--- config.mk ---
export PLATFORM = sky130hd
export DESIGN_NAME = pram_arbiter_flat
export DESIGN_NICKNAME = d
export VERILOG_FILES = /design/src/rtl/pram_pkg.sv /design/src/rtl/pram_arbiter_if.sv /design/src/rtl/pram_arb_starve.sv /design/src/rtl/pram_arbiter.sv /design/src/flat_wrapper.sv
export SDC_FILE = /design/constraint.sdc
export NUM_CORES = 1
export LEC_CHECK = 0
export CAP_MARGIN = 15
export CORE_AREA = 2 2 88 90
export CTS_BUF_LIST = sky130_fd_sc_hd__clkbuf_4 sky130_fd_sc_hd__clkbuf_8 sky130_fd_sc_hd__clkbuf_16
export CTS_CLUSTER_DIAMETER = 200
export CTS_CLUSTER_SIZE = 24
export DETAILED_ROUTE_END_ITERATION = 12
export DIE_AREA = 0 0 90 92
export PLACE_DENSITY = 0.73
export SLEW_MARGIN = 20
export SYNTH_ARGS = -nofsm -noshare
export SYNTH_HDL_FRONTEND = slang
export SYNTH_HIERARCHICAL = 1
export SYNTH_SLANG_ARGS = --single-unit
--- constraint.sdc ---
create_clock -name clk -period 1.54 [get_ports clk]
set_input_delay 0.154 -clock clk [delete_from_list [all_inputs] [get_ports clk]]
set_output_delay 0.154 -clock clk [all_outputs]
set_load 0.01 [all_outputs]
--- src/rtl/pram_pkg.sv ---
// Shared PRAM definitions: default widths, owner encoding and the decoder window value.
// Imported by the arbiter, its starvation sub-block and the address decoder.
package pram_pkg;

  localparam int ADDR_W  = 16;
  localparam int DATA_W  = 32;
  localparam int PRAM_AW = 12;

  localparam logic OWN_INST = 1'b0;
  localparam logic OWN_DATA = 1'b1;

  localparam logic [1:0] PRAM_WIN_HI = 2'b00;

  typedef enum logic [1:0] {
    SEL_NONE = 2'd0,
    SEL_INST = 2'd1,
    SEL_DATA = 2'd2
  } gnt_sel_e;

endpackage

--- src/rtl/pram_arbiter_if.sv ---
// Requester and PRAM signals of the arbiter; slave is the arbiter side, master the environment.
// req/payload held until gnt; responses return one cycle after the grant.
interface pram_arbiter_if #(
  parameter int ADDR_W  = pram_pkg::ADDR_W,
  parameter int DATA_W  = pram_pkg::DATA_W,
  parameter int PRAM_AW = pram_pkg::PRAM_AW
) ();

  logic                  i_req;
  logic [ADDR_W-1:0]     i_addr;
  logic                  i_gnt;
  logic                  i_rvalid;
  logic [DATA_W-1:0]     i_rdata;

  logic                  d_req;
  logic                  d_we;
  logic [DATA_W/8-1:0]   d_be;
  logic [ADDR_W-1:0]     d_addr;
  logic [DATA_W-1:0]     d_wdata;
  logic                  d_gnt;
  logic                  d_rvalid;
  logic [DATA_W-1:0]     d_rdata;

  logic                  pram_en;
  logic                  pram_we;
  logic [DATA_W/8-1:0]   pram_be;
  logic [PRAM_AW-1:0]    pram_addr;
  logic [DATA_W-1:0]     pram_wdata;
  logic [DATA_W-1:0]     pram_rdata;

  modport slave (
    input  i_req, i_addr, d_req, d_we, d_be, d_addr, d_wdata, pram_rdata,
    output i_gnt, i_rvalid, i_rdata, d_gnt, d_rvalid, d_rdata,
    output pram_en, pram_we, pram_be, pram_addr, pram_wdata
  );

  modport master (
    output i_req, i_addr, d_req, d_we, d_be, d_addr, d_wdata, pram_rdata,
    input  i_gnt, i_rvalid, i_rdata, d_gnt, d_rvalid, d_rdata,
    input  pram_en, pram_we, pram_be, pram_addr, pram_wdata
  );

endinterface

--- src/rtl/pram_arb_starve.sv ---
// Data-priority grant select with a starvation counter that forces a fetch grant after STARVE_MAX data wins.
// Select is combinational in the request cycle; scnt updates on the clock.
module pram_arb_starve
  import pram_pkg::*;
#(
  parameter int STARVE_MAX = 4
) (
  input  logic     clk,
  input  logic     rst,
  input  logic     i_req,
  input  logic     d_req,
  output gnt_sel_e sel
);

  localparam logic [3:0] SMAX = 4'(STARVE_MAX);

  logic [3:0] scnt;
  logic [3:0] scnt_nxt;

  always_ff @(posedge clk or posedge rst) begin
    if (rst) begin
      scnt <= 4'd0;
    end else begin
      scnt <= scnt_nxt;
    end
  end

  // scnt only survives a cycle where fetch waits and data wins; everything else clears it.
  always_comb begin
    sel      = SEL_NONE;
    scnt_nxt = 4'd0;
    if (i_req && d_req) begin
      if (scnt < SMAX) begin
        sel      = SEL_DATA;
        scnt_nxt = scnt + 4'd1;
      end else begin
        sel      = SEL_INST;
      end
    end else if (d_req) begin
      sel = SEL_DATA;
    end else if (i_req) begin
      sel = SEL_INST;
    end
  end

endmodule

--- src/rtl/pram_arbiter.sv ---
// PRAM arbiter: fetch vs load/store, combinational grant, read data steered to owner one cycle later.
// Full throughput; losers hold req. `define PRAM_ARB_STATS_EN adds conflict_cnt/stats_clr.
module pram_arbiter
#(
  parameter int ADDR_W     = pram_pkg::ADDR_W,
  parameter int DATA_W     = pram_pkg::DATA_W,
  parameter int PRAM_AW    = pram_pkg::PRAM_AW,
  parameter int STARVE_MAX = 4
) (
  input  logic             clk,
  input  logic             rst,
  pram_arbiter_if.slave    bus
`ifdef PRAM_ARB_STATS_EN
  ,
  input  logic             stats_clr,
  output logic [15:0]      conflict_cnt
`endif
);

  import pram_pkg::*;

  gnt_sel_e sel;
  logic     i_gnt_w;
  logic     d_gnt_w;
  logic     rsp_v;
  logic     rsp_owner;
  logic     rsp_wr;
  logic     addr_unused;

  pram_arb_starve #(
    .STARVE_MAX (STARVE_MAX)
  ) u_starve (
    .clk   (clk),
    .rst   (rst),
    .i_req (bus.i_req),
    .d_req (bus.d_req),
    .sel   (sel)
  );

  // Grants are forced low while rst is high even though sel is combinational.
  assign i_gnt_w = !rst && (sel == SEL_INST);
  assign d_gnt_w = !rst && (sel == SEL_DATA);

  assign addr_unused = ^{bus.i_addr[ADDR_W-1:PRAM_AW+2], bus.i_addr[1:0],
                         bus.d_addr[ADDR_W-1:PRAM_AW+2], bus.d_addr[1:0]};

  always_comb begin
    bus.i_gnt      = i_gnt_w;
    bus.d_gnt      = d_gnt_w;
    bus.pram_en    = i_gnt_w | d_gnt_w;
    bus.pram_we    = d_gnt_w & bus.d_we;
    bus.pram_be    = '0;
    bus.pram_addr  = '0;
    bus.pram_wdata = '0;
    if (!rst) begin
      bus.pram_be = (d_gnt_w && bus.d_we) ? bus.d_be : '1;
    end
    if (i_gnt_w) begin
      bus.pram_addr  = bus.i_addr[PRAM_AW+1:2];
    end else if (d_gnt_w) begin
      bus.pram_addr  = bus.d_addr[PRAM_AW+1:2];
      bus.pram_wdata = bus.d_wdata;
    end
  end

  always_ff @(posedge clk or posedge rst) begin
    if (rst) begin
      rsp_v     <= 1'b0;
      rsp_owner <= OWN_INST;
      rsp_wr    <= 1'b0;
    end else begin
      rsp_v <= i_gnt_w | d_gnt_w;
      if (i_gnt_w | d_gnt_w) begin
        rsp_owner <= d_gnt_w ? OWN_DATA : OWN_INST;
        rsp_wr    <= d_gnt_w & bus.d_we;
      end
    end
  end

  // A write acknowledge returns zero data even though the PRAM read port is live.
  always_comb begin
    bus.i_rvalid = rsp_v && (rsp_owner == OWN_INST);
    bus.d_rvalid = rsp_v && (rsp_owner == OWN_DATA);
    bus.i_rdata  = bus.i_rvalid ? bus.pram_rdata : '0;
    bus.d_rdata  = (bus.d_rvalid && !rsp_wr) ? bus.pram_rdata : '0;
  end

`ifdef PRAM_ARB_STATS_EN
  always_ff @(posedge clk or posedge rst) begin
    if (rst) begin
      conflict_cnt <= 16'd0;
    end else if (stats_clr) begin
      conflict_cnt <= 16'd0;
    end else if (bus.i_req && bus.d_req && (conflict_cnt != 16'hFFFF)) begin
      conflict_cnt <= conflict_cnt + 16'd1;
    end
  end
`endif

endmodule

--- src/flat_wrapper.sv ---
// flat-port wrapper written by rule: the top's interface ports become plain ports
module pram_arbiter_flat import pram_pkg::*;
#(
  parameter int ADDR_W     = pram_pkg::ADDR_W,
  parameter int DATA_W     = pram_pkg::DATA_W,
  parameter int PRAM_AW    = pram_pkg::PRAM_AW,
  parameter int STARVE_MAX = 4
)
  (clk, rst, bus_i_req, bus_i_addr, bus_d_req, bus_d_we, bus_d_be, bus_d_addr, bus_d_wdata, bus_pram_rdata, bus_i_gnt, bus_i_rvalid, bus_i_rdata, bus_d_gnt, bus_d_rvalid, bus_d_rdata, bus_pram_en, bus_pram_we, bus_pram_be, bus_pram_addr, bus_pram_wdata);
  pram_arbiter_if #(.ADDR_W(ADDR_W), .DATA_W(DATA_W), .PRAM_AW(PRAM_AW)) bus_i ();
  input  logic clk;
  input  logic rst;
  input wire logic [$bits(bus_i.i_req)-1:0] bus_i_req;
  input wire logic [$bits(bus_i.i_addr)-1:0] bus_i_addr;
  input wire logic [$bits(bus_i.d_req)-1:0] bus_d_req;
  input wire logic [$bits(bus_i.d_we)-1:0] bus_d_we;
  input wire logic [$bits(bus_i.d_be)-1:0] bus_d_be;
  input wire logic [$bits(bus_i.d_addr)-1:0] bus_d_addr;
  input wire logic [$bits(bus_i.d_wdata)-1:0] bus_d_wdata;
  input wire logic [$bits(bus_i.pram_rdata)-1:0] bus_pram_rdata;
  output wire logic [$bits(bus_i.i_gnt)-1:0] bus_i_gnt;
  output wire logic [$bits(bus_i.i_rvalid)-1:0] bus_i_rvalid;
  output wire logic [$bits(bus_i.i_rdata)-1:0] bus_i_rdata;
  output wire logic [$bits(bus_i.d_gnt)-1:0] bus_d_gnt;
  output wire logic [$bits(bus_i.d_rvalid)-1:0] bus_d_rvalid;
  output wire logic [$bits(bus_i.d_rdata)-1:0] bus_d_rdata;
  output wire logic [$bits(bus_i.pram_en)-1:0] bus_pram_en;
  output wire logic [$bits(bus_i.pram_we)-1:0] bus_pram_we;
  output wire logic [$bits(bus_i.pram_be)-1:0] bus_pram_be;
  output wire logic [$bits(bus_i.pram_addr)-1:0] bus_pram_addr;
  output wire logic [$bits(bus_i.pram_wdata)-1:0] bus_pram_wdata;
  assign bus_i.i_req = bus_i_req;
  assign bus_i.i_addr = bus_i_addr;
  assign bus_i.d_req = bus_d_req;
  assign bus_i.d_we = bus_d_we;
  assign bus_i.d_be = bus_d_be;
  assign bus_i.d_addr = bus_d_addr;
  assign bus_i.d_wdata = bus_d_wdata;
  assign bus_i.pram_rdata = bus_pram_rdata;
  assign bus_i_gnt = bus_i.i_gnt;
  assign bus_i_rvalid = bus_i.i_rvalid;
  assign bus_i_rdata = bus_i.i_rdata;
  assign bus_d_gnt = bus_i.d_gnt;
  assign bus_d_rvalid = bus_i.d_rvalid;
  assign bus_d_rdata = bus_i.d_rdata;
  assign bus_pram_en = bus_i.pram_en;
  assign bus_pram_we = bus_i.pram_we;
  assign bus_pram_be = bus_i.pram_be;
  assign bus_pram_addr = bus_i.pram_addr;
  assign bus_pram_wdata = bus_i.pram_wdata;
  pram_arbiter #(.ADDR_W(ADDR_W), .DATA_W(DATA_W), .PRAM_AW(PRAM_AW), .STARVE_MAX(STARVE_MAX)) u_core (.clk(clk), .rst(rst), .bus(bus_i));
endmodule
==> flow_summary.json, run 1 <==
{
  "outcome": "finished, violations left",
  "violations": "setup timing",
  "layout-drive-gt1-share_pct": 56.1,
  "synth_nets": 297,
  "drtPass1Iterations": 4,
  "timing.fmax_mhz": 545,
  "fillers": 684,
  "slowest_stage": "dfrtp_1",
  "path_max_fanout": 6,
  "cts_max_level": 1,
  "core_area_um2": 7450,
  "holdWs_ps": 408,
  "yosysMostFrequentCell": "and2_1",
  "cpPeakStageDelay_ps": 360,
  "leakage_uw": 0.00209,
  "wl_per_cell_um": 14.5,
  "dp_slack_ps": -629,
  "path_cells": "buf_6 > nor2_4 > a21boi_4 > buf_12 > buf_6 > nand3b_1 > a21oi_1 > buf_2",
  "netlist_area_um2": 1330,
  "ys_types": 27,
  "power_per_cell_area_nw_per_um2": 395,
  "vdd.ir_drop.worst_v": 0.000269,
  "crit_type": "reg -> out",
  "synth_top_area_share_pct": 47.0,
  "crit_required_ps": 1390,
  "fin_cells": 548,
  "critPathCaptureType": "primary output",
  "viasPerCell": 4.18,
  "hold_path.class": "in -> async",
  "hold_viol_final": 0,
  "synth_edf_count": 0,
  "clock-sinks": 7,
  "grt_usage_pct": 16.9,
  "worstSetupStartpointType": "register",
  "crit_buf_inv": 4,
  "dpl.hpwl_um": 5200,
  "grt_pass1_vias": 2269,
  "cts.path.max_buffers": 2,
  "final_nets": 553,
  "vias": 2290,
  "fin_skew_ps": 2.53,
  "port_buffers": 214,
  "grt_pass1_wl_um": 11600,
  "fin_util_pct": 57.1,
  "rows": 32,
  "design.die.area_um2": 8280,
  "cp_data_arrival_time_ps": 1680,
  "synth_commonest_cells": "and2_1, nand3b_1, a21oi_1, buf_2, dfrtp_1",
  "avgSynthCellArea_um2": 6.97,
  "rsz0062_at_grt": "true",
  "grt_max_degree": 34,
  "setup_viol": 96,
  "cts_tree": "done",
  "synthArstFlopShare_pct": 100,
  "clk_latency_ps": 230,
  "synthCells": 191,
  "yosys_most_used_dff": "dfrtp_1",
  "drv_cap": 0,
  "dpl.cell_count": 508,
  "ys_ff_latch": 7,
  "place.gp.congestion": 0.700,
  "finalCritPeriodShare_pct": 119,
  "critPathTopFamily": "buffers and inverters",
  "io_pins": 223,
  "grt_overflow_total": 0,
  "period_minus_slack_ps": 1830,
  "finalMaxSlewViolations": 0,
  "routed_wl_um": 7940,
  "antenna_found_initial": 0,
  "drc_errors": 0,
  "crit_top_cell": "buf_6",
  "fp.dieW_um": 90,
  "layout_setup_ws_ps": -294,
  "ys_seq_area_share_pct": 13.2,
  "antenna_left": 0,
  "cts_root_buffer": "clkbuf_8",
  "drt-initial-drc-count": 45,
  "chipHeight_um": 92,
  "ys_warn_count": 6,
  "clkSlewWorstSetupHoldPaths_ps": 40,
  "synth_top_area_cell": "and2_1",
  "start_util_pct": 17.9,
  "syn2layout_area_growth_pct": 220,
  "synthTopCellsByArea": "and2_1, nand3b_1, dfrtp_1",
  "diodes": 0,
  "cts_buffers": 3
}
through the flow:
stage / setup TNS, ps / area (µm²) / total power, µW
final: -15270 / 4260 / 1680
after global routing: -23790 / 4260 / 1780
after CTS: -13790 / 4050 / 1580
after detailed placement: -35160 / 3710 / 1120
after global placement: -33970 / 3710 / 1110
after floorplan: 0 / 1330 / 504
cell families (layout without fill, tap and decap cells):
family | after synthesis | in the layout | synth area share (%)
fa+ha+maj | 1 | 1 | 0.940
flops | 7 | 7 | 13.2
other cells | 1 | 1 | 0.282
compound gates | 22 | 22 | 9.77
buf+inv | 23 | 278 | 7.80
xor+xnor | 1 | 1 | 0.658
simple gates | 136 | 136 | 67.4
repair_timing:
| action | CTS | global route |
|---|---|---|
| buffers inserted | 17 | 8 |
| hold buffers | 0 | 0 |
| endpoints found under the setup margin | 118 | 118 |
| pin swaps | 78 | 23 |
| cloned | 9 | 4 |
| resized for setup | 493 | 144 |
path summary, 6_finish.rpt:
kind                                              start                      end  slack (ps)  depth (start not counted)
worst max-delay path            u_core/u_starve/scnt[3]         bus_pram_addr[9]        -290                          8
worst min-delay path                                rst         u_core/rsp_owner         410                          3
worst max register to register  u_core/u_starve/scnt[3]            u_core/rsp_wr        -150                          7
worst min register to register  u_core/u_starve/scnt[0]  u_core/u_starve/scnt[0]         450                          1
max in group asynchronous                           rst  u_core/u_starve/scnt[0]         970                          3
min in group clk                u_core/u_starve/scnt[0]  u_core/u_starve/scnt[0]         450                          1
layout make-up:
class	instances	area, µm²	area share (%)
repair buffers	268	2610	61.3
multi-input cells	161	1270	29.9
flip-flops and latches	7	175	4.12
well taps	102	128	3.00
clock buffers	4	48.8	1.15
inverters	6	22.5	0.529
layout by cell type (no fill, tap or decap):
master	n
nor2_2	1
dlygate4sd2_1	1
nor2_4	1
clkbuf_2	5
clkdlybuf4s15_1	1
buf_12	6
clkdlybuf4s50_1	96
and3b_2	1
a211o_1	1
buf_6	85
clkbuf_4	1
buf_2	50
nor2b_4	2
ha_1	1
and4bb_1	1
a31oi_1	4
and4bb_2	1
nor2_1	1
conb_1	1
buf_4	19
clkbuf_16	2
o21bai_1	2
a21boi_4	1
and2_4	62
a21oi_2	4
and2_1	38
xnor2_1	1
dfrtp_1	7
and3_1	1
inv_1	6
nand2b_4	1
nor3b_4	1
o21ai_1	1
a22o_1	1
clkbuf_8	3
nor2b_2	1
a21oi_1	8
nand3b_1	24
buf_16	3
flip-flops by register name, summed over array words and instances (netlist names):
signal and cells:
u_core/u_starve/scnt 4, u_core/rsp_owner 1, u_core/rsp_v 1, u_core/rsp_wr 1
worst reg2reg max path: stages, from the launching register on:
cell      delay (ps)
dfrtp_1          360
buf_6            120
nor2_4            30
a21boi_4         300
buf_12           170
and4bb_2         250
buf_6            110
a211o_1          220
power breakdown:
part | switching, µW | internal [µW] | leakage [µW]
clock | 78.4 | 197 | 0.0000262
combinational | 413 | 782 | 0.00197
sequential | 11.9 | 199 | 0.0000896
total | 503 | 1180 | 0.00209
per-layer routing:
metal  vias up  part of all wire (%)  track usage, %
met3         7                   6.3            3.86
met5         -                     0               0
li1       1128                     -               -
met1      1046                    40            20.3
met2       109                    53            31.6
met4         0                  0.58            1.67
No activity file was read; power rests on OpenSTA's default activity.
==> inputs of run 2 (changes only) <==
- SETUP_SLACK_MARGIN: not set -> 0.4
==> flow_summary.json, run 2 (synthesized netlist as in run 1, its figures left out) <==
{
  "largest_reg_flops": 4,
  "viasPerCell": 4.21,
  "layout-drive-gt1-share_pct": 65.6,
  "syn2layout_area_growth_pct": 261,
  "path_cells": "o21ai_1 > and2_4 > nor3b_4 > buf_12 > buf_12 > buf_16 > and2_4 > buf_6",
  "clock-sinks": 7,
  "swShare_pct": 29.7,
  "hold_path.class": "in -> async",
  "finalCritPeriodShare_pct": 123,
  "timing.fmax_mhz": 527,
  "path_max_fanout": 8,
  "rows": 32,
  "final_cell_mix": "buf_6, clkdlybuf4s50_1, and2_4, buf_2, nand3b_1",
  "chipHeight_um": 92,
  "cts_tree": "done",
  "critPathCaptureType": "primary output",
  "diodes": 0,
  "dpl.cell_count": 505,
  "slowest_stage": "dfrtp_1",
  "final_nets": 563,
  "drtPass1Iterations": 4,
  "layout_setup_ws_ps": -356,
  "critPathTopFamily": "simple AND/OR/NAND/NOR gates",
  "setup_viol": 113,
  "holdBufCountCts": 0,
  "antenna_left": 0,
  "switching_power_uw": 554,
  "hold_viol_final": 0,
  "vias": 2347,
  "grt_pass1_vias": 2323,
  "wl_per_cell_um": 15.7,
  "grt_max_degree": 34,
  "p_seq_share_pct": 11.1,
  "start_util_pct": 17.9,
  "clk_latency_ps": 220,
  "cts_root_buffer": "clkbuf_8",
  "intPower_uw": 1310,
  "power_per_cell_area_nw_per_um2": 389,
  "dpl.hpwl_um": 5610,
  "fillers": 591,
  "vdd.ir_drop.worst_v": 0.000330,
  "worstSetupStartpointType": "register",
  "antenna_found_initial": 0,
  "grt_overflow_total": 0,
  "p_clk_share_pct": 14.6,
  "rsz0062_at_grt": "true",
  "crit_type": "reg -> out",
  "crit_buf_inv": 4,
  "p_comb_share_pct": 74.4,
  "fin_cells": 558,
  "grt_usage_pct": 17.6,
  "drv_cap": 0,
  "fp.dieW_um": 90,
  "finalMaxSlewViolations": 0,
  "largest_register": "u_core/u_starve/scnt",
  "core_area_um2": 7450,
  "cpPeakStageDelay_ps": 400,
  "fin_skew_ps": 1.72,
  "place.gp.congestion": 0.733,
  "clkSlewWorstSetupHoldPaths_ps": 40,
  "cts_max_level": 1,
  "design.die.area_um2": 8280,
  "routed_wl_um": 8760,
  "final_common_cell": "buf_6",
  "cts.path.max_buffers": 2,
  "tns_ps": -20620,
  "drt-initial-drc-count": 30,
  "cp_data_arrival_time_ps": 1740,
  "outcome": "finished, violations left",
  "port_buffers": 214,
  "crit_required_ps": 1390,
  "cts_buffers": 3,
  "period_minus_slack_ps": 1900,
  "grt_pass1_wl_um": 12000,
  "io_pins": 223,
  "leakage_uw": 0.00226,
  "drc_errors": 0,
  "violations": "setup timing"
}
==> run 2: cell types whose count changed in the layout (fill, tap and decap cells not counted), sizes merged <==
cell           previous run  this run
clkdlybuf4s50            96        94
dlygate4sd2               1         2
clkdlybuf4s15             1         0
clkbuf                   11         8
buf                     163       178
==> run 2: worst paths after layout <==
kind / startpoint / end / slack [ps] / cells after the start
min in group clk: u_core/u_starve/scnt[0] / u_core/u_starve/scnt[0] / 450 / 1
worst min register to register: u_core/u_starve/scnt[0] / u_core/u_starve/scnt[0] / 450 / 1
worst min-delay path: rst / u_core/rsp_wr / 400 / 3
worst max-delay path: u_core/u_starve/scnt[2] / bus_pram_wdata[9] / -360 / 8
worst max register to register: u_core/u_starve/scnt[2] / u_core/rsp_wr / -170 / 9
max in group asynchronous: rst / u_core/u_starve/scnt[2] / 980 / 3
==> run 2: area by class of cell <==
cell class / count / area (µm²) / share of cell area, %
inverter: 6 / 22.5 / 0.469
multi-input combinational: 161 / 1410 / 29.4
sequential: 7 / 175 / 3.65
timing repair buffer: 278 / 3010 / 62.8
tap: 102 / 128 / 2.66
clock buffer: 4 / 48.8 / 1.02
==> run 2: power groups by stage <==
| stage | Sequential [µW] | Clock [µW] | Combinational [µW] |
|---|---|---|---|
| after floorplan | 210 | 0 | 352 |
| after global placement | 209 | 0 | 942 |
| after detailed placement | 210 | 0 | 956 |
| after CTS | 207 | 278 | 1120 |
| after global routing | 208 | 297 | 1470 |
| final | 207 | 272 | 1390 |
==> run 2: worst reg2reg max path, delay by kind of cell, from the launching register on <==
kind | cells | cell delay [ps]
AOI/OAI and AO/OA | 2 | 300
buffers and inverters | 5 | 620
DFF | 1 | 380
and+or+nand+nor | 2 | 290
==> run 2: metrics by stage <==
step | total power (µW) | setup slack [ps] | instance area, µm² | hold WS (ps) | util [%]
after floorplan | 562 | 147 | 1520 | -79.9 | -
after global placement | 1150 | -558 | 3840 | 434 | 51.6
after detailed placement | 1170 | -603 | 3840 | 435 | 51.6
after CTS | 1600 | -378 | 4090 | 399 | 54.9
after global routing | 1970 | -462 | 4800 | 416 | 64.5
final | 1870 | -356 | 4800 | 401 | 64.5
==> run 2: routing by layer <==
layer	track usage (%)	vias up	routed length, µm	part of all wire (%)
li1	-	1146	-	-
met1	19.1	1080	3240	37
met2	34.1	109	4790	55
met3	5.01	12	551	6.3
met4	2.82	0	174	2.0
met5	0	-	0	0
==> run 2: repair_timing <==
item                                    CTS  global route
gates cloned                              8             5
pin swaps                                23            65
resized for setup                       514           165
endpoints found under the setup margin  121           121
hold endpoints to repair                  0             0
setup buffers                            28             8
